`config.mk`:
```
export PLATFORM = sky130hd
export DESIGN_NAME = sram_port_arbiter
export DESIGN_NICKNAME = d
export VERILOG_FILES = /design/src/rtl/sram_arb_pkg.sv /design/src/rtl/sram_return_pipe.sv /design/src/rtl/sram_port_arbiter.sv
export SDC_FILE = /design/constraint.sdc
export NUM_CORES = 1
export LEC_CHECK = 0
export BUFFER_PORTS_ARGS = -buffer_cell sky130_fd_sc_hd__clkbuf_2
export CELL_PAD_IN_SITES_DETAIL_PLACEMENT = 1
export CELL_PAD_IN_SITES_GLOBAL_PLACEMENT = 1
export CORE_MARGIN = 3
export CORE_UTILIZATION = 30
export DETAILED_ROUTE_END_ITERATION = 10
export PLACE_DENSITY = 0.86
export SLEW_MARGIN = 0
export SYNTH_ARGS = -nofsm -noshare
export SYNTH_HDL_FRONTEND = slang
export SYNTH_SLANG_ARGS = --single-unit
```
`constraint.sdc`:
```
create_clock -name Clock_50 -period 1.6 [get_ports Clock_50]
set_input_delay 0.16 -clock Clock_50 [delete_from_list [all_inputs] [get_ports Clock_50]]
set_output_delay 0.16 -clock Clock_50 [all_outputs]
set_load 0.005 [all_outputs]
```
`src/rtl/sram_arb_pkg.sv`:
```
// Shared types and default parameters for the SRAM port arbiter.
package sram_arb_pkg;

  typedef enum logic {PORT_A, PORT_B} sram_port_t;

  localparam int DEF_READ_LATENCY = 3;
  localparam int DEF_MAX_A_RUN    = 8;

endpackage

```
`src/rtl/sram_return_pipe.sv`:
```
// Read-return tracker: a shift register of {valid, port} that marks which
// requester owns the data arriving from the controller at the tail.
module sram_return_pipe
  import sram_arb_pkg::*;
#(
  parameter int DEPTH = DEF_READ_LATENCY
) (
  input  logic       clk,
  input  logic       rst,
  input  logic       load_valid,
  input  sram_port_t load_port,
  output logic       tail_valid,
  output sram_port_t tail_port
);

  logic [DEPTH-1:0] valid_q;
  sram_port_t       port_q [DEPTH];

  // Valid bits shift toward the tail; reset drops any read in flight.
  always_ff @(posedge clk) begin
    if (rst) begin
      valid_q <= '0;
    end else begin
      valid_q[0] <= load_valid;
      for (int i = 1; i < DEPTH; i++) begin
        valid_q[i] <= valid_q[i-1];
      end
    end
  end

  // Port tags travel alongside the valid bits; they only matter when valid.
  always_ff @(posedge clk) begin
    port_q[0] <= load_port;
    for (int i = 1; i < DEPTH; i++) begin
      port_q[i] <= port_q[i-1];
    end
  end

  assign tail_valid = valid_q[DEPTH-1];
  assign tail_port  = port_q[DEPTH-1];

endmodule

```
`src/rtl/sram_port_arbiter.sv`:
```
// Two-port arbiter in front of the SRAM controller. Port A (display fetch)
// has priority; port B gets a forced slot after MAX_A_RUN consecutive A
// grants unless A holds its lock. Commands are registered toward the
// controller and read data is steered back to the issuing port.
module sram_port_arbiter
  import sram_arb_pkg::*;
#(
  parameter int READ_LATENCY = DEF_READ_LATENCY,
  parameter int MAX_A_RUN    = DEF_MAX_A_RUN
) (
  input  logic        Clock_50,
  input  logic        Reset,
  input  logic        SRAM_ready,
  input  logic        A_req,
  input  logic [17:0] A_addr,
  input  logic        A_lock,
  output logic        A_gnt,
  output logic        A_rvalid,
  output logic [15:0] A_rdata,
  input  logic        B_req,
  input  logic        B_we,
  input  logic [17:0] B_addr,
  input  logic [15:0] B_wdata,
  output logic        B_gnt,
  output logic        B_rvalid,
  output logic [15:0] B_rdata,
  output logic [17:0] SRAM_address,
  output logic [15:0] SRAM_write_data,
  output logic        SRAM_we_n,
  input  logic [15:0] SRAM_read_data
);

  localparam int              RUN_W   = $clog2(MAX_A_RUN + 1);
  localparam logic [RUN_W-1:0] RUN_MAX = RUN_W'(MAX_A_RUN);

  logic [RUN_W-1:0] a_run;
  logic             force_b;
  logic             issue_read;
  sram_port_t       issue_port;
  logic             tail_valid;
  sram_port_t       tail_port;

  // Grant decision; Reset and a stalled controller block both ports.
  always_comb begin
    force_b    = B_req && !A_lock && (a_run == RUN_MAX);
    A_gnt      = !Reset && SRAM_ready && A_req && !force_b;
    B_gnt      = !Reset && SRAM_ready && B_req && (!A_req || force_b) && !A_lock;
    issue_read = A_gnt || (B_gnt && !B_we);
    issue_port = B_gnt ? PORT_B : PORT_A;
  end

  // Count A grants while B waits; saturates so a lock cannot wrap it.
  always_ff @(posedge Clock_50) begin
    if (Reset) begin
      a_run <= '0;
    end else if (B_gnt || !B_req) begin
      a_run <= '0;
    end else if (A_gnt && (a_run != RUN_MAX)) begin
      a_run <= a_run + 1'b1;
    end
  end

  // Register the accepted command; idle cycles become harmless reads.
  always_ff @(posedge Clock_50) begin
    if (Reset) begin
      SRAM_address    <= '0;
      SRAM_write_data <= '0;
      SRAM_we_n       <= 1'b1;
    end else begin
      SRAM_we_n <= 1'b1;
      if (A_gnt) begin
        SRAM_address <= A_addr;
      end else if (B_gnt) begin
        SRAM_address <= B_addr;
        SRAM_we_n    <= !B_we;
        if (B_we) begin
          SRAM_write_data <= B_wdata;
        end
      end
    end
  end

  sram_return_pipe #(
    .DEPTH(READ_LATENCY)
  ) u_return_pipe (
    .clk       (Clock_50),
    .rst       (Reset),
    .load_valid(issue_read),
    .load_port (issue_port),
    .tail_valid(tail_valid),
    .tail_port (tail_port)
  );

  // Steer returning data to its owner; the other port keeps its last value.
  always_ff @(posedge Clock_50) begin
    if (Reset) begin
      A_rvalid <= 1'b0;
      B_rvalid <= 1'b0;
      A_rdata  <= '0;
      B_rdata  <= '0;
    end else begin
      A_rvalid <= tail_valid && (tail_port == PORT_A);
      B_rvalid <= tail_valid && (tail_port == PORT_B);
      if (tail_valid && (tail_port == PORT_A)) begin
        A_rdata <= SRAM_read_data;
      end
      if (tail_valid && (tail_port == PORT_B)) begin
        B_rdata <= SRAM_read_data;
      end
    end
  end

endmodule

```
# Yosys cells after proc, flatten, opt, wreduce, memory -nomap -nowiden

Memories as Yosys holds them, arrays and structs flattened.
Index checks and enable logic that the tools add are counted.
W data, S select, Z words.

Bits in registers: 76
Memory bits (writable): 3
Bits of input ports: 75
Output and inout bits: 71
Word-level logic and storage cells: 44
Memories: 1

Memory list:

| name                 | depth | width | read ports | clocked after Yosys merged registers in | write ports | line                   | source |
|---|---|---|---|---|---|---|---|
| u_return_pipe.port_q | 3     | 1     | 3          | 0                                       | 3           | sram_return_pipe.sv:17 | `sram_port_t port_q [DEPTH];` |

$add $sub $neg: 1
Equality and inequality tests: 2
Mux-type cells: 3
Bitwise operators: 3
Reductions and logical operators: 25

Operators by type and width:

| cell                  | count |
|---|---|
| $mux W18              | 2 |
| $logic_and A1 B1 Y1   | 12 |
| $logic_not A1 Y1      | 6 |
| $add A4 B1 Y4 const B | 1 |
| $eq A4 B4 Y1 const B  | 1 |
| $ne A4 B4 Y1 const B  | 1 |
| $logic_or A1 B1 Y1    | 3 |
| $not A1 Y1            | 3 |
| $reduce_and A3 Y1     | 1 |
| $reduce_or A3 Y1      | 1 |
| $reduce_bool A2 Y1    | 1 |
| $reduce_or A2 Y1      | 1 |
| $mux W1               | 1 |

# Depth between registers and ports, before layout

Gate-level depths: netlist of the first run.

Depth in word-level cells: 8
Gate-level depth with buffers: 7
Mapped depth without buffers: 6

# Hierarchy

From an unflattened synthesis of the first run, not the netlist that was laid out.

Cell total of the unflattened synthesis: 347
Area, all modules: 3235.6 sq um

By module, submodules not included:

| module            | times used | cells each | area an instance (sq um) | sequential area each (sq um) |
|---|---|---|---|---|
| sram_port_arbiter | 1          | 338        | 3096.7                   | 1461.4 |
| sram_return_pipe  | 1          | 9          | 138.9                    | 120.1 |

# Least setup slack after synthesis of the first run

Ideal clock, no wire load.

Kind: flip-flop to flip-flop
From: register a_run[0]
To: register SRAM_write_data[10]
Library setup time: 0.121 ns
Data arrival time: 1.641 ns
Data required time: 1.479 ns
Slack: -0.162 ns
Stages on the path, launching flop included: 8
Buffers on the path: 2
Clock period less this slack: 1.762 ns
Path through: dfxtp_1 > inv_1 > ha_1 > and3b_1 > buf_6 > o211ai_4 > buf_12 > mux2_4

Longest elaborated chain between the ends: 6
Elaborated cells between the ends (all ways): 9
Those cells by class: eq/ne (1); bitwise (1); reduce/logical (7)

Ends and longest elaborated chain:

| element                                                       | line                                             | source |
|---|---|---|
| start: declaration                                            | sram_port_arbiter.sv:36                          | `logic [RUN_W-1:0] a_run;` |
| start signal: assignment                                      | sram_port_arbiter.sv:59                          | `a_run <= a_run + 1'b1;` |
| $eq A4 B4 Y1 *                                                | sram_port_arbiter.sv:45                          | `force_b = B_req && !A_lock && (a_run == RUN_MAX);` |
| $logic_and A1 B1 Y1 *                                         | sram_port_arbiter.sv:45                          |  |
| $logic_or A1 B1 Y1 / $logic_not A1 Y1 (equally long branches) | sram_port_arbiter.sv:47, sram_port_arbiter.sv:46 |  |
| $logic_and A1 B1 Y1, on equally long branches                 | sram_port_arbiter.sv:47, sram_port_arbiter.sv:46 |  |
| $logic_and A1 B1 Y1 / $not A1 Y1 (equally long branches)      | --                                               |  |
| $reduce_and A3 Y1 (no source line) *                          | --                                               |  |
| end signal: assignment                                        | sram_port_arbiter.sv:77                          | `SRAM_write_data <= B_wdata;` |
| end: declaration                                              | sram_port_arbiter.sv:28                          | `output logic [15:0] SRAM_write_data,` |

Every way passes the cells marked *; elsewhere a longest branch is shown, timed or not.
A chain may end at the register's enable or synchronous reset.

# Final worst setup path of the first run

From: register a_run[1]
To: register SRAM_write_data[14]

The elaborated chain is that of the path after synthesis.

==> qor.log, run 1 <==
INFO  yosys          netlist.top_cell.by_area=sky130_fd_sc_hd__dfxtp_1
INFO  setup_path     path_max_fanout=8
INFO  grt            antenna_violations_before_repair=0
INFO  yosys          synth.ff_latch_count=79
INFO  yosys          synth.most_common_cell=sky130_fd_sc_hd__dfxtp_1
INFO  outcome        outcome=finished with violations
INFO  setup_path     timing.reg2reg.worst_path_depth=7
INFO  yosys          synth_area=0.00321mm^2
INFO  flow_run       drv_cap=0
INFO  yosys          synth_top_cells_by_area=sky130_fd_sc_hd__dfxtp_1 49%, sky130_fd_sc_hd__nand2_1 7.8%, sky130_fd_sc_hd__o221a_2 6.3%
INFO  timing         post-route-min-period=1.72ns
INFO  pwr            ir_drop=0.350mV
INFO  timing         final_max_slew_viol_count=0
INFO  layout         fin_cells=641
INFO  timing         setup_violations=18
INFO  pwr            power.leakage=2.01nW
INFO  die            die-area=0.0120mm^2
INFO  timing         setup_ws=-0.118ns
INFO  layout         num-nets-final=577
INFO  pwr            internal_power=2.97mW
INFO  timing         hold_viol=0
INFO  grt            first_global_vias=3060
INFO  pwr            power.switching=966uW
INFO  setup_path     cp.arrival=1.95ns
INFO  detailed_routing detail_route.wl_per_cell=15.1um
INFO  detailed_routing drc=0
INFO  hold_path      holdCritPathClass=in2reg
INFO  place          dp_hpwl=7.12mm
INFO  cts            cts_buffer_count=9
INFO  cts            cts_hold_buf=0
INFO  place          buffer_ports.inserted=145
INFO  hold_path      min_path_cells=2
INFO  pwr            p_sw_share=24.6%
INFO  grt            grt_start_max_net_pins=52
INFO  setup_path     crit_path_end_kind=register
INFO  yosys          synthesis.instances=347
INFO  yosys          netlist_top_cells_count=79 x sky130_fd_sc_hd__dfxtp_1, 67 x sky130_fd_sc_hd__nand2_1, 40 x sky130_fd_sc_hd__nor2_1
INFO  cts            clockRootBuffer=sky130_fd_sc_hd__clkbuf_8
INFO  yosys          synth-async-reset-ratio=0%
INFO  timing         finClkSkew=0.00889ns
INFO  detailed_routing routed_wl=9.70mm
INFO  detailed_routing detailed_route_via_count=3038
INFO  layout         filler_cell_count=1293
INFO  timing         rsz0062_at_grt=yes
INFO  cts            clk_path_buf_depth=2
INFO  setup_path     path_class=reg2reg
INFO  pwr            clock_share_of_power=38.2%
INFO  yosys          synthDistinctLibCells=34
INFO  yosys          synth_top_flop_cell=sky130_fd_sc_hd__dfxtp_1
INFO  layout         insertedDiodeCount=0
INFO  yosys          portion_of_synthesized_cell_area_occupied_by_the_leading_cell_type=49.3%
INFO  die            design.portCount=146
INFO  timing         period_share=107%
INFO  setup_path     worst_setup_path_start_kind=register
INFO  outcome        violations_in_the_final_reports=setup timing
INFO  yosys          synth.avg_cell_area=9.25um^2
INFO  die            placeableCoreArea=0.0104mm^2
INFO  detailed_routing post_drt_via_cell_ratio=4.74
INFO  die            fp-row-count=37
INFO  layout         syn2layout_area_growth=37.7%
INFO  place          place_ws=-0.0698ns
INFO  cts            clkLatencyLatePin=0.35ns
INFO  yosys          synth_fp_nets=424
INFO  timing         fmaxAchievable=582MHz
INFO  die            fp.dieW=109um
INFO  setup_path     worst_ep_required_time=1.84ns
INFO  die            floorplan.initialDensity=30.9%
INFO  timing         hold-worst-slack=0.0363ns
INFO  yosys          ys_warn_count=0
INFO  cts            h_tree_depth=3
INFO  cts            cts_tree=done
INFO  timing         tightestPinTransition=0.632ns
INFO  die            die-height=109um
INFO  yosys          synth_enable_flop_cells=0
INFO  cts            tritoncts_num_sinks=79
INFO  detailed_routing initialDrtViolationCount=152
INFO  timing         timing.slew.headroom=57.7%
INFO  place          finalWeightedCongestion=0.718
INFO  pwr            p_per_area=890mW/mm^2
INFO  detailed_routing detail-route-antenna-nets=0
INFO  pwr            seq_power_share=52.1%
INFO  place          dp.cells=618
INFO  grt            global_route.usage.total=16.0%
INFO  timing         timing.setup.tns=-1.68ns
INFO  cts            clk_pin_slew=0.08ns
INFO  pwr            power.share.combinational=9.7%
INFO  layout         fraction_of_layout_cells_with_a_size_suffix_above_1=45.7%
INFO  detailed_routing first_pass_iters=4
INFO  grt            grt_pass1_wl=15.0mm
INFO  grt            grt_overflow_total=0
INFO  yosys          yosysSeqAreaShare=49.3%
per-stage QoR:
| step | area (um^2) | power, mW | util, % |
|---|---|---|---|
| after CTS | 4490 | 4.02 | 43.3 |
| after detailed placement | 4110 | 2.47 | 39.6 |
| final | 4420 | 3.93 | 42.6 |
| after floorplan | 3210 | 2.27 | - |
| after global routing | 4420 | 4.12 | 42.6 |
| after global placement | 4110 | 2.45 | 39.6 |
layout make-up:
cell class	instances	area (um^2)	area share (%)
Clock buffer	11	141	3.20
Clock inverter	5	57.6	1.30
Inverter	6	25.0	0.566
Multi-Input combinational cell	237	1520	34.5
Sequential cell	79	1580	35.8
Tap cell	136	170	3.85
Timing Repair Buffer	167	917	20.8
routing by layer:
metal | wire, um | part of all wire, % | global-route usage (%) | vias to the layer above
li1 | - | - | - | 1497
met1 | 4180 | 43 | 19.6 | 1437
met2 | 4780 | 49 | 27.7 | 96
met3 | 649 | 6.7 | 4.64 | 8
met4 | 80 | 0.82 | 3.74 | 0
met5 | 0 | 0 | 0 | -
worst paths after layout:
path                                                 start                    endpoint  slack (ns)
worst min-delay path                            B_wdata[5]          SRAM_write_data[5]        0.04
worst max-delay path                              a_run[1]         SRAM_write_data[14]       -0.12
worst max register to register                    a_run[1]         SRAM_write_data[14]       -0.12
worst min register to register  u_return_pipe.port_q[0][1]  u_return_pipe.port_q[0][2]        0.33
kinds of logic (layout without fill, tap and decap cells):
| kind of cell | count (synthesis) | count (layout) | synth area share [%] |
|---|---|---|---|
| multiplexers | 16 | 16 | 6.51 |
| AO/OA/AOI/OAI | 80 | 80 | 18.8 |
| adder cells (fa/ha/maj) | 2 | 2 | 0.780 |
| flip-flops | 79 | 79 | 49.3 |
| AND/OR/NAND/NOR | 139 | 139 | 19.6 |
| buffers and inverters | 31 | 189 | 4.99 |
power groups by stage:
stage / registers, mW / logic [mW] / clock network, mW
2_1_floorplan: 2.09 / 0.178 / 0
3_3_place_gp: 2.09 / 0.361 / 0
3_5_place_dp: 2.10 / 0.379 / 0
4_1_cts: 2.05 / 0.392 / 1.58
5_1_grt: 2.06 / 0.425 / 1.64
6_report: 2.05 / 0.382 / 1.50
state kept, by name (all words and copies together) (netlist names):
register and cells:
A_rdata 16, A_rvalid 1, B_rdata 16, B_rvalid 1, SRAM_address 18, SRAM_we_n 1, SRAM_write_data 16, a_run 4
u_return_pipe.port_q 3, u_return_pipe.valid_q 3
worst max-delay path, cell delays in order, from the launching register on:
cell and delay [ns]:
sky130_fd_sc_hd__dfxtp_2 0.34, sky130_fd_sc_hd__inv_2 0.05, sky130_fd_sc_hd__ha_4 0.15, sky130_fd_sc_hd__and3b_2 0.22, sky130_fd_sc_hd__buf_6 0.12, sky130_fd_sc_hd__o211ai_4 0.24
sky130_fd_sc_hd__buf_8 0.19, sky130_fd_sc_hd__mux2_4 0.31
cell usage in the layout, fill, tap and decap left out, types with 5 or more instances in the layout:
master | netlist | final
sky130_fd_sc_hd__clkbuf_2 | 0 | 144
sky130_fd_sc_hd__nor2_1 | 40 | 40
sky130_fd_sc_hd__o221a_2 | 18 | 18
sky130_fd_sc_hd__a211oi_1 | 21 | 19
sky130_fd_sc_hd__dfxtp_1 | 79 | 77
sky130_fd_sc_hd__a21oi_1 | 33 | 33
sky130_fd_sc_hd__nor2b_1 | 18 | 18
sky130_fd_sc_hd__buf_4 | 1 | 16
sky130_fd_sc_hd__buf_6 | 2 | 5
sky130_fd_sc_hd__clkbuf_8 | 0 | 10
sky130_fd_sc_hd__mux2_4 | 8 | 15
sky130_fd_sc_hd__nand2_1 | 67 | 67
repair_timing:
action | CTS | global route
resized for setup | 18 | 6
pin swaps | 3 | 3
setup endpoints to repair | 18 | 39
cloned | 2 | 0
endpoints found under the hold margin | 0 | 0
buffers inserted | 8 | 1
(Power assumes the default switching activity.)
==> run 2: changes to the inputs <==
- TNS_END_PERCENT: not set -> 5
==> qor.log, run 2 (synthesized netlist as in run 1, its figures left out) <==
INFO  layout         largest_reg_flops=18 [unchanged]
INFO  detailed_routing detail_route.wl_per_cell=15.1um [about the same]
INFO  grt            grt_start_max_net_pins=52 [unchanged]
INFO  cts            clk_path_buf_depth=2 [unchanged]
INFO  setup_path     worst_ep_required_time=1.84ns [about the same]
INFO  setup_path     timing.reg2reg.worst_path_depth=7 [unchanged]
INFO  pwr            ir_drop=0.357mV [+2.0%]
INFO  pwr            p_per_area=884mW/mm^2 [-0.64%]
INFO  timing         setup_ws=-0.118ns [+0.0000670 ns]
INFO  place          dp_hpwl=7.12mm [unchanged]
INFO  setup_path     worst_setup_path_start_kind=register
INFO  die            die-height=109um [unchanged]
INFO  timing         setup_violations=18 [unchanged]
INFO  cts            cts_tree=done
INFO  die            fp-row-count=37 [unchanged]
INFO  hold_path      min_to=SRAM_write_data[5]
INFO  detailed_routing post_drt_via_cell_ratio=4.73 [-0.22%]
INFO  die            floorplan.initialDensity=30.9% [unchanged]
INFO  pwr            power.leakage=2.02nW [+0.55%]
INFO  timing         timing.slew.headroom=57.5% [-0.24 points]
INFO  timing         timing.setup.tns=-1.70ns [-0.0211 ns]
INFO  die            design.portCount=146 [unchanged]
INFO  setup_path     crit_path_end_kind=register
INFO  layout         syn2layout_area_growth=38.8%
INFO  hold_path      min_path_cells=2 [unchanged]
INFO  setup_path     worstReg2RegStart=a_run[1]
INFO  layout         layout.cells.most_common_list=145 x sky130_fd_sc_hd__clkbuf_2, 77 x sky130_fd_sc_hd__dfxtp_1, 67 x sky130_fd_sc_hd__nand2_1
INFO  die            die-area=0.0120mm^2 [unchanged]
INFO  timing         post-route-min-period=1.72ns [-0.0000670 ns]
INFO  setup_path     worstReg2RegEnd=SRAM_write_data[14]
INFO  hold_path      holdCritPathClass=in2reg
INFO  grt            antenna_violations_before_repair=0 [unchanged]
INFO  timing         rsz0062_at_grt=yes
INFO  detailed_routing first_pass_iters=4 [unchanged]
INFO  grt            grt_pass1_wl=15.0mm [unchanged]
INFO  cts            clkLatencyLatePin=0.35ns [about the same]
INFO  setup_path     cp.arrival=1.95ns [about the same]
INFO  setup_path     regToRegSetupSlack=-0.12ns [about the same]
INFO  timing         fmaxAchievable=582MHz [about the same]
INFO  place          buffer_ports.inserted=145 [unchanged]
INFO  timing         hold-worst-slack=0.0367ns [+0.000420 ns]
INFO  flow_run       drv_cap=0 [unchanged]
INFO  layout         fraction_of_layout_cells_with_a_size_suffix_above_1=45.7% [-0.090 points]
INFO  timing         final_max_slew_viol_count=0 [unchanged]
INFO  outcome        violations_in_the_final_reports=setup timing
INFO  setup_path     path_class=reg2reg
INFO  layout         num-nets-final=578 [+0.17%]
INFO  grt            grt_overflow_total=0 [unchanged]
INFO  outcome        outcome=finished with violations
INFO  detailed_routing routed_wl=9.71mm [+0.11%]
INFO  detailed_routing detail-route-antenna-nets=0 [unchanged]
INFO  cts            clk_pin_slew=0.08ns [about the same]
INFO  timing         finClkSkew=0.00912ns [+0.000229 ns]
INFO  grt            first_global_vias=3060 [unchanged]
INFO  place          finalWeightedCongestion=0.718 [unchanged]
INFO  cts            clockRootBuffer=sky130_fd_sc_hd__clkbuf_8
INFO  layout         top_register=SRAM_address
INFO  die            placeableCoreArea=0.0104mm^2 [unchanged]
INFO  timing         hold_viol=0 [unchanged]
INFO  timing         tightestPinTransition=0.636ns [+0.00357 ns]
INFO  cts            cts_buffer_count=9 [unchanged]
INFO  grt            global_route.usage.total=16.0% [unchanged]
INFO  hold_path      hp-start=B_wdata[5]
INFO  detailed_routing drc=0 [unchanged]
INFO  cts            cts_hold_buf=0 [unchanged]
INFO  detailed_routing initialDrtViolationCount=141 [-7.2%]
INFO  layout         insertedDiodeCount=0 [unchanged]
INFO  setup_path     path_max_fanout=8 [unchanged]
INFO  cts            h_tree_depth=3 [unchanged]
INFO  die            fp.dieW=109um [unchanged]
INFO  detailed_routing detailed_route_via_count=3036 [-0.066%]
INFO  timing         period_share=107% [about the same]
INFO  layout         layout_commonest_cell=sky130_fd_sc_hd__clkbuf_2
INFO  cts            tritoncts_num_sinks=79 [unchanged]
==> run 2: cell count changes in the layout (fill, tap and decap cells not counted) <==
cell	before	now
sky130_fd_sc_hd__buf_12	0	1
sky130_fd_sc_hd__or3b_4	1	0
sky130_fd_sc_hd__or3b_1	0	1
sky130_fd_sc_hd__o221a_4	0	2
sky130_fd_sc_hd__clkbuf_2	144	145
sky130_fd_sc_hd__o221a_2	18	16
sky130_fd_sc_hd__buf_2	1	0
==> run 2: repair_timing <==
action / CTS / global route
gates resized for setup: 18 / 6
endpoints found under the setup margin: 18 / 39
setup buffers: 8 / 1
pin swaps: 3 / 3
gates cloned: 2 / 0
==> run 2: worst max path at each step <==
stage                   from  slack, ns  cells after the start                   to
floorplan           a_run[1]       -0.1                      7  SRAM_write_data[10]
global placement    a_run[1]       0.02                      6   SRAM_write_data[0]
detailed placement  a_run[1]      -0.07                      6             a_run[1]
CTS                 a_run[1]      -0.17                      8   SRAM_write_data[6]
global route        a_run[1]      -0.17                      7                B_gnt
finish              a_run[1]      -0.12                      7  SRAM_write_data[14]
==> run 2: final cells by class <==
type                            count  area (um^2)
Multi-Input combinational cell    237         1540
Clock buffer                       11          141
Inverter                            6         25.0
Tap cell                          136          170
Sequential cell                    79         1580
Clock inverter                      5         57.6
Fill cell                        1289         5920
Timing Repair Buffer              168          937
==> run 2: routing by layer <==
layer	GRT usage [%]	up-vias	share of wire (%)
li1	-	1498	-
met1	19.6	1440	44
met2	27.7	90	49
met3	4.64	8	6.4
met4	3.74	0	0.82
met5	0	-	0
==> run 2: where the power goes <==
group	switching (mW)	total (mW)	internal (mW)
Clock	0.739	1.50	0.762
Sequential	0.0346	2.05	2.01
Combinational	0.194	0.388	0.194
==> run 2: metrics by stage <==
stage	util, %	power [mW]	instances	setup WS, ns	area [um^2]
floorplan	-	2.27	347	-0.0980	3210
global placement	39.6	2.45	618	0.0237	4110
detailed placement	39.6	2.47	618	-0.0698	4110
CTS	43.3	4.02	644	-0.168	4490
global route	43.0	4.13	642	-0.175	4450
finish	43.0	3.94	642	-0.118	4450
==> run 2: worst max-delay path, stage by stage, from the launching register on <==
cell                       delay, ns
sky130_fd_sc_hd__dfxtp_2        0.34
sky130_fd_sc_hd__inv_2          0.05
sky130_fd_sc_hd__ha_4           0.15
sky130_fd_sc_hd__and3b_2        0.22
sky130_fd_sc_hd__buf_6          0.12
sky130_fd_sc_hd__o211ai_4       0.24
sky130_fd_sc_hd__buf_8          0.19
sky130_fd_sc_hd__mux2_4         0.31
==> run 3: changes to the inputs <==
- PLACE_DENSITY: 0.86 -> not set
- PLACE_DENSITY_LB_ADDON: not set -> 0.1
==> qor.log, run 3 (synthesized netlist as in run 1, its figures left out) <==
INFO  die            die-height=109um [unchanged]
INFO  timing         setup_violations=13 [-5]
INFO  place          dp_hpwl=6.97mm [-2.1%]
INFO  detailed_routing detailed_route_via_count=3037 [+0.033%]
INFO  detailed_routing initialDrtViolationCount=85 [-40%]
INFO  timing         period_share=101% [-6.3 points]
INFO  setup_path     cell_depth_of_the_worst_setup_path=6 [-1]
INFO  detailed_routing detail-route-antenna-nets=0 [unchanged]
INFO  detailed_routing post_drt_via_cell_ratio=4.69 [-0.74%]
INFO  grt            grt_start_max_net_pins=51 [-1.9%]
INFO  grt            global_route.usage.total=16.6% [+0.63 points]
INFO  cts            cts_tree=done
INFO  grt            grtUsageMet3=3.52% [-1.1 points]
INFO  die            die-area=0.0120mm^2 [unchanged]
INFO  pwr            p_sw_share=23.2% [-1.4 points]
INFO  flow_run       drv_cap=0 [unchanged]
INFO  die            fp.dieW=109um [unchanged]
INFO  timing         hold-worst-slack=0.0407ns [+0.00398 ns]
INFO  setup_path     cp_num_buf_inv=2 [-1]
INFO  cts            cts_buffer_count=9 [unchanged]
INFO  layout         fraction_of_layout_cells_with_a_size_suffix_above_1=46.2% [+0.53 points]
INFO  cts            tritoncts_num_sinks=79 [unchanged]
INFO  pwr            ir_drop=0.435mV [+22%]
INFO  pwr            clock_share_of_power=42.5% [+4.4 points]
INFO  grt            use_met2=30.4% [+2.7 points]
INFO  setup_path     path_class=reg2reg
INFO  layout         syn2layout_area_growth=40.5%
INFO  setup_path     worst_setup_path_endpoint=SRAM_write_data[12]
INFO  cts            clk_path_buf_depth=2 [unchanged]
INFO  timing         fmaxAchievable=618MHz [+6.2%]
INFO  pwr            p_per_area=943mW/mm^2 [+6.6%]
INFO  layout         largest_reg_flops=18 [unchanged]
INFO  die            floorplan.initialDensity=30.9% [unchanged]
INFO  layout         num-nets-final=583 [+0.87%]
INFO  layout         final_core_utilization=43.5% [+0.52 points]
INFO  cts            h_tree_depth=3 [unchanged]
INFO  outcome        outcome=finished with violations
INFO  grt            antenna_violations_before_repair=0 [unchanged]
INFO  grt            grt_pass1_wl=15.7mm [+5.0%]
INFO  timing         hold_viol=0 [unchanged]
INFO  pwr            seq_power_share=48.2% [-3.8 points]
INFO  detailed_routing routed_wl=9.62mm [-0.89%]
INFO  timing         finClkSkew=0.0113ns [+0.00217 ns]
INFO  die            fp-row-count=37 [unchanged]
INFO  cts            clkLatencyLatePin=0.34ns [about the same]
INFO  cts            clk_pin_slew=0.08ns [about the same]
INFO  pwr            power.switching=987uW [+2.0%]
INFO  place          buffer_ports.inserted=145 [unchanged]
INFO  timing         timing.slew.headroom=63.3% [+5.8 points]
INFO  outcome        violations_in_the_final_reports=setup timing
INFO  setup_path     worst_setup_path_start_kind=register
INFO  pwr            power=4.25mW [+7.9%]
INFO  timing         tightestPinTransition=0.551ns [-0.0852 ns]
INFO  layout         top_register=SRAM_address
INFO  grt            met1_usage=19.3% [-0.26 points]
INFO  setup_path     worstReg2RegStart=a_run[0]
INFO  setup_path     path_max_fanout=8 [unchanged]
INFO  die            design.portCount=146 [unchanged]
INFO  pwr            power.leakage=2.07nW [+2.3%]
INFO  place          finalWeightedCongestion=0.677 [-5.8%]
INFO  setup_path     critPathMaxStageDelay=0.34ns [about the same]
INFO  pwr            internal_power=3.26mW [+9.9%]
INFO  grt            first_global_vias=3231 [+5.6%]
INFO  setup_path     timing.reg2reg.worst_path_depth=6 [-1]
INFO  setup_path     regToRegSetupSlack=-0.02ns [+0.10 ns]
INFO  setup_path     critical_path.slowest_cell=sky130_fd_sc_hd__dfxtp_2
INFO  layout         insertedDiodeCount=0 [unchanged]
INFO  pwr            power.share.combinational=9.3% [-0.6 points]
INFO  setup_path     critical_path.cell_chain=inv_2, ha_4, and3b_2, o211ai_4, buf_8, mux2_4
INFO  detailed_routing detail_route.wl_per_cell=14.9um [-1.7%]
INFO  timing         setup_ws=-0.0178ns [+0.100 ns]
INFO  layout         filler_cell_count=1272 [-1.3%]
INFO  setup_path     worst_setup_path_startpoint=a_run[0]
INFO  layout         layout_commonest_cell=sky130_fd_sc_hd__clkbuf_2
INFO  detailed_routing first_pass_iters=4 [unchanged]
INFO  setup_path     crit_path_end_kind=register
INFO  setup_path     crit_family=flip-flops
INFO  timing         final_max_slew_viol_count=0 [unchanged]
INFO  setup_path     cp.arrival=1.85ns [-0.10 ns]
INFO  timing         post-route-min-period=1.62ns [-0.100 ns]
INFO  grt            grt-busiest-layer=met2
INFO  cts            clockRootBuffer=sky130_fd_sc_hd__clkbuf_8
INFO  layout         layout.cells.most_common_list=144 x sky130_fd_sc_hd__clkbuf_2, 77 x sky130_fd_sc_hd__dfxtp_1, 67 x sky130_fd_sc_hd__nand2_1
INFO  timing         rsz0062_at_grt=yes
INFO  die            placeableCoreArea=0.0104mm^2 [unchanged]
INFO  setup_path     worstReg2RegEnd=SRAM_write_data[12]
INFO  grt            grt_overflow_total=0 [unchanged]
INFO  detailed_routing drc=0 [unchanged]
INFO  setup_path     worst_ep_required_time=1.83ns [about the same]
INFO  hold_path      holdCritPathClass=in2reg
INFO  cts            cts_hold_buf=0 [unchanged]
==> run 3: cell types whose count changed in the layout (fill, tap and decap cells not counted), sizes merged <==
cell and delta:
bufinv +2, clkinv +1, clkbuf -2, buf +6, inv +1, clkinvlp -3
==> run 3: stage by stage <==
step | area [um^2] | setup slack, ns | std cells | setup TNS (ns)
after global routing | 4510 | -0.0700 | 647 | -1.07
after global placement | 4140 | -0.0167 | 622 | -0.111
after CTS | 4560 | -0.0663 | 649 | -0.748
final | 4510 | -0.0178 | 647 | -0.118
after floorplan | 3210 | -0.0980 | 347 | -0.784
after detailed placement | 4140 | -0.0554 | 622 | -0.439
==> run 3: routing by layer <==
layer	routed length [um]	part of all wire, %	up-vias
li1	-	-	1508
met1	4120	43	1441
met2	4910	51	78
met3	472	4.9	10
met4	119	1.2	0
met5	0	0	-
==> run 3: power groups by stage <==
stage	sequential (mW)	clock (mW)	combinational (mW)
global placement	2.09	0	0.381
CTS	2.05	1.88	0.404
finish	2.05	1.81	0.394
detailed placement	2.10	0	0.390
floorplan	2.09	0	0.178
global route	2.06	1.95	0.443
==> run 3: layout make-up <==
class / instances / area (um^2) / share of cell area (%)
timing repair buffer: 173 / 967 / 21.5
clock inverter: 6 / 116 / 2.58
sequential: 79 / 1580 / 35.1
tap: 136 / 170 / 3.77
clock buffer: 10 / 128 / 2.83
multi-input combinational: 237 / 1520 / 33.7
inverter: 6 / 22.5 / 0.500
==> run 3: how the worst min path moves through the flow <==
| stage | startpoint | to | slack (ns) | depth (start not counted) |
|---|---|---|---|---|
| 5_1_grt | B_wdata[0] | SRAM_write_data[0] | 0.01 | 2 |
| 2_1_floorplan | SRAM_read_data[0] | A_rdata[0] | 0.30 | 2 |
| 4_1_cts | B_wdata[0] | SRAM_write_data[0] | 0.02 | 2 |
| 3_5_place_dp | u_return_pipe.port_q[0][1] | u_return_pipe.port_q[0][2] | 0.31 | 0 |
| 3_3_place_gp | u_return_pipe.port_q[0][1] | u_return_pipe.port_q[0][2] | 0.31 | 0 |
| 6_report | B_wdata[0] | SRAM_write_data[0] | 0.04 | 2 |
==> run 3: worst register-to-register path: cells and delay by family, from the launching register on <==
family	cells	cell delay [ns]
buffers and inverters	2	0.22
AOI/OAI and AO/OA	1	0.26
and+or+nand+nor	1	0.24
adders and majority gates	1	0.15
DFF	1	0.34
muxes	1	0.30
==> run 3: repair_timing <==
| item | 4_1_cts | 5_1_grt |
|---|---|---|
| buffers inserted | 9 | 1 |
| gates resized for setup | 15 | 5 |
| pin swaps | 3 | 5 |
| cloned | 2 | 0 |
| endpoints found under the setup margin | 18 | 27 |
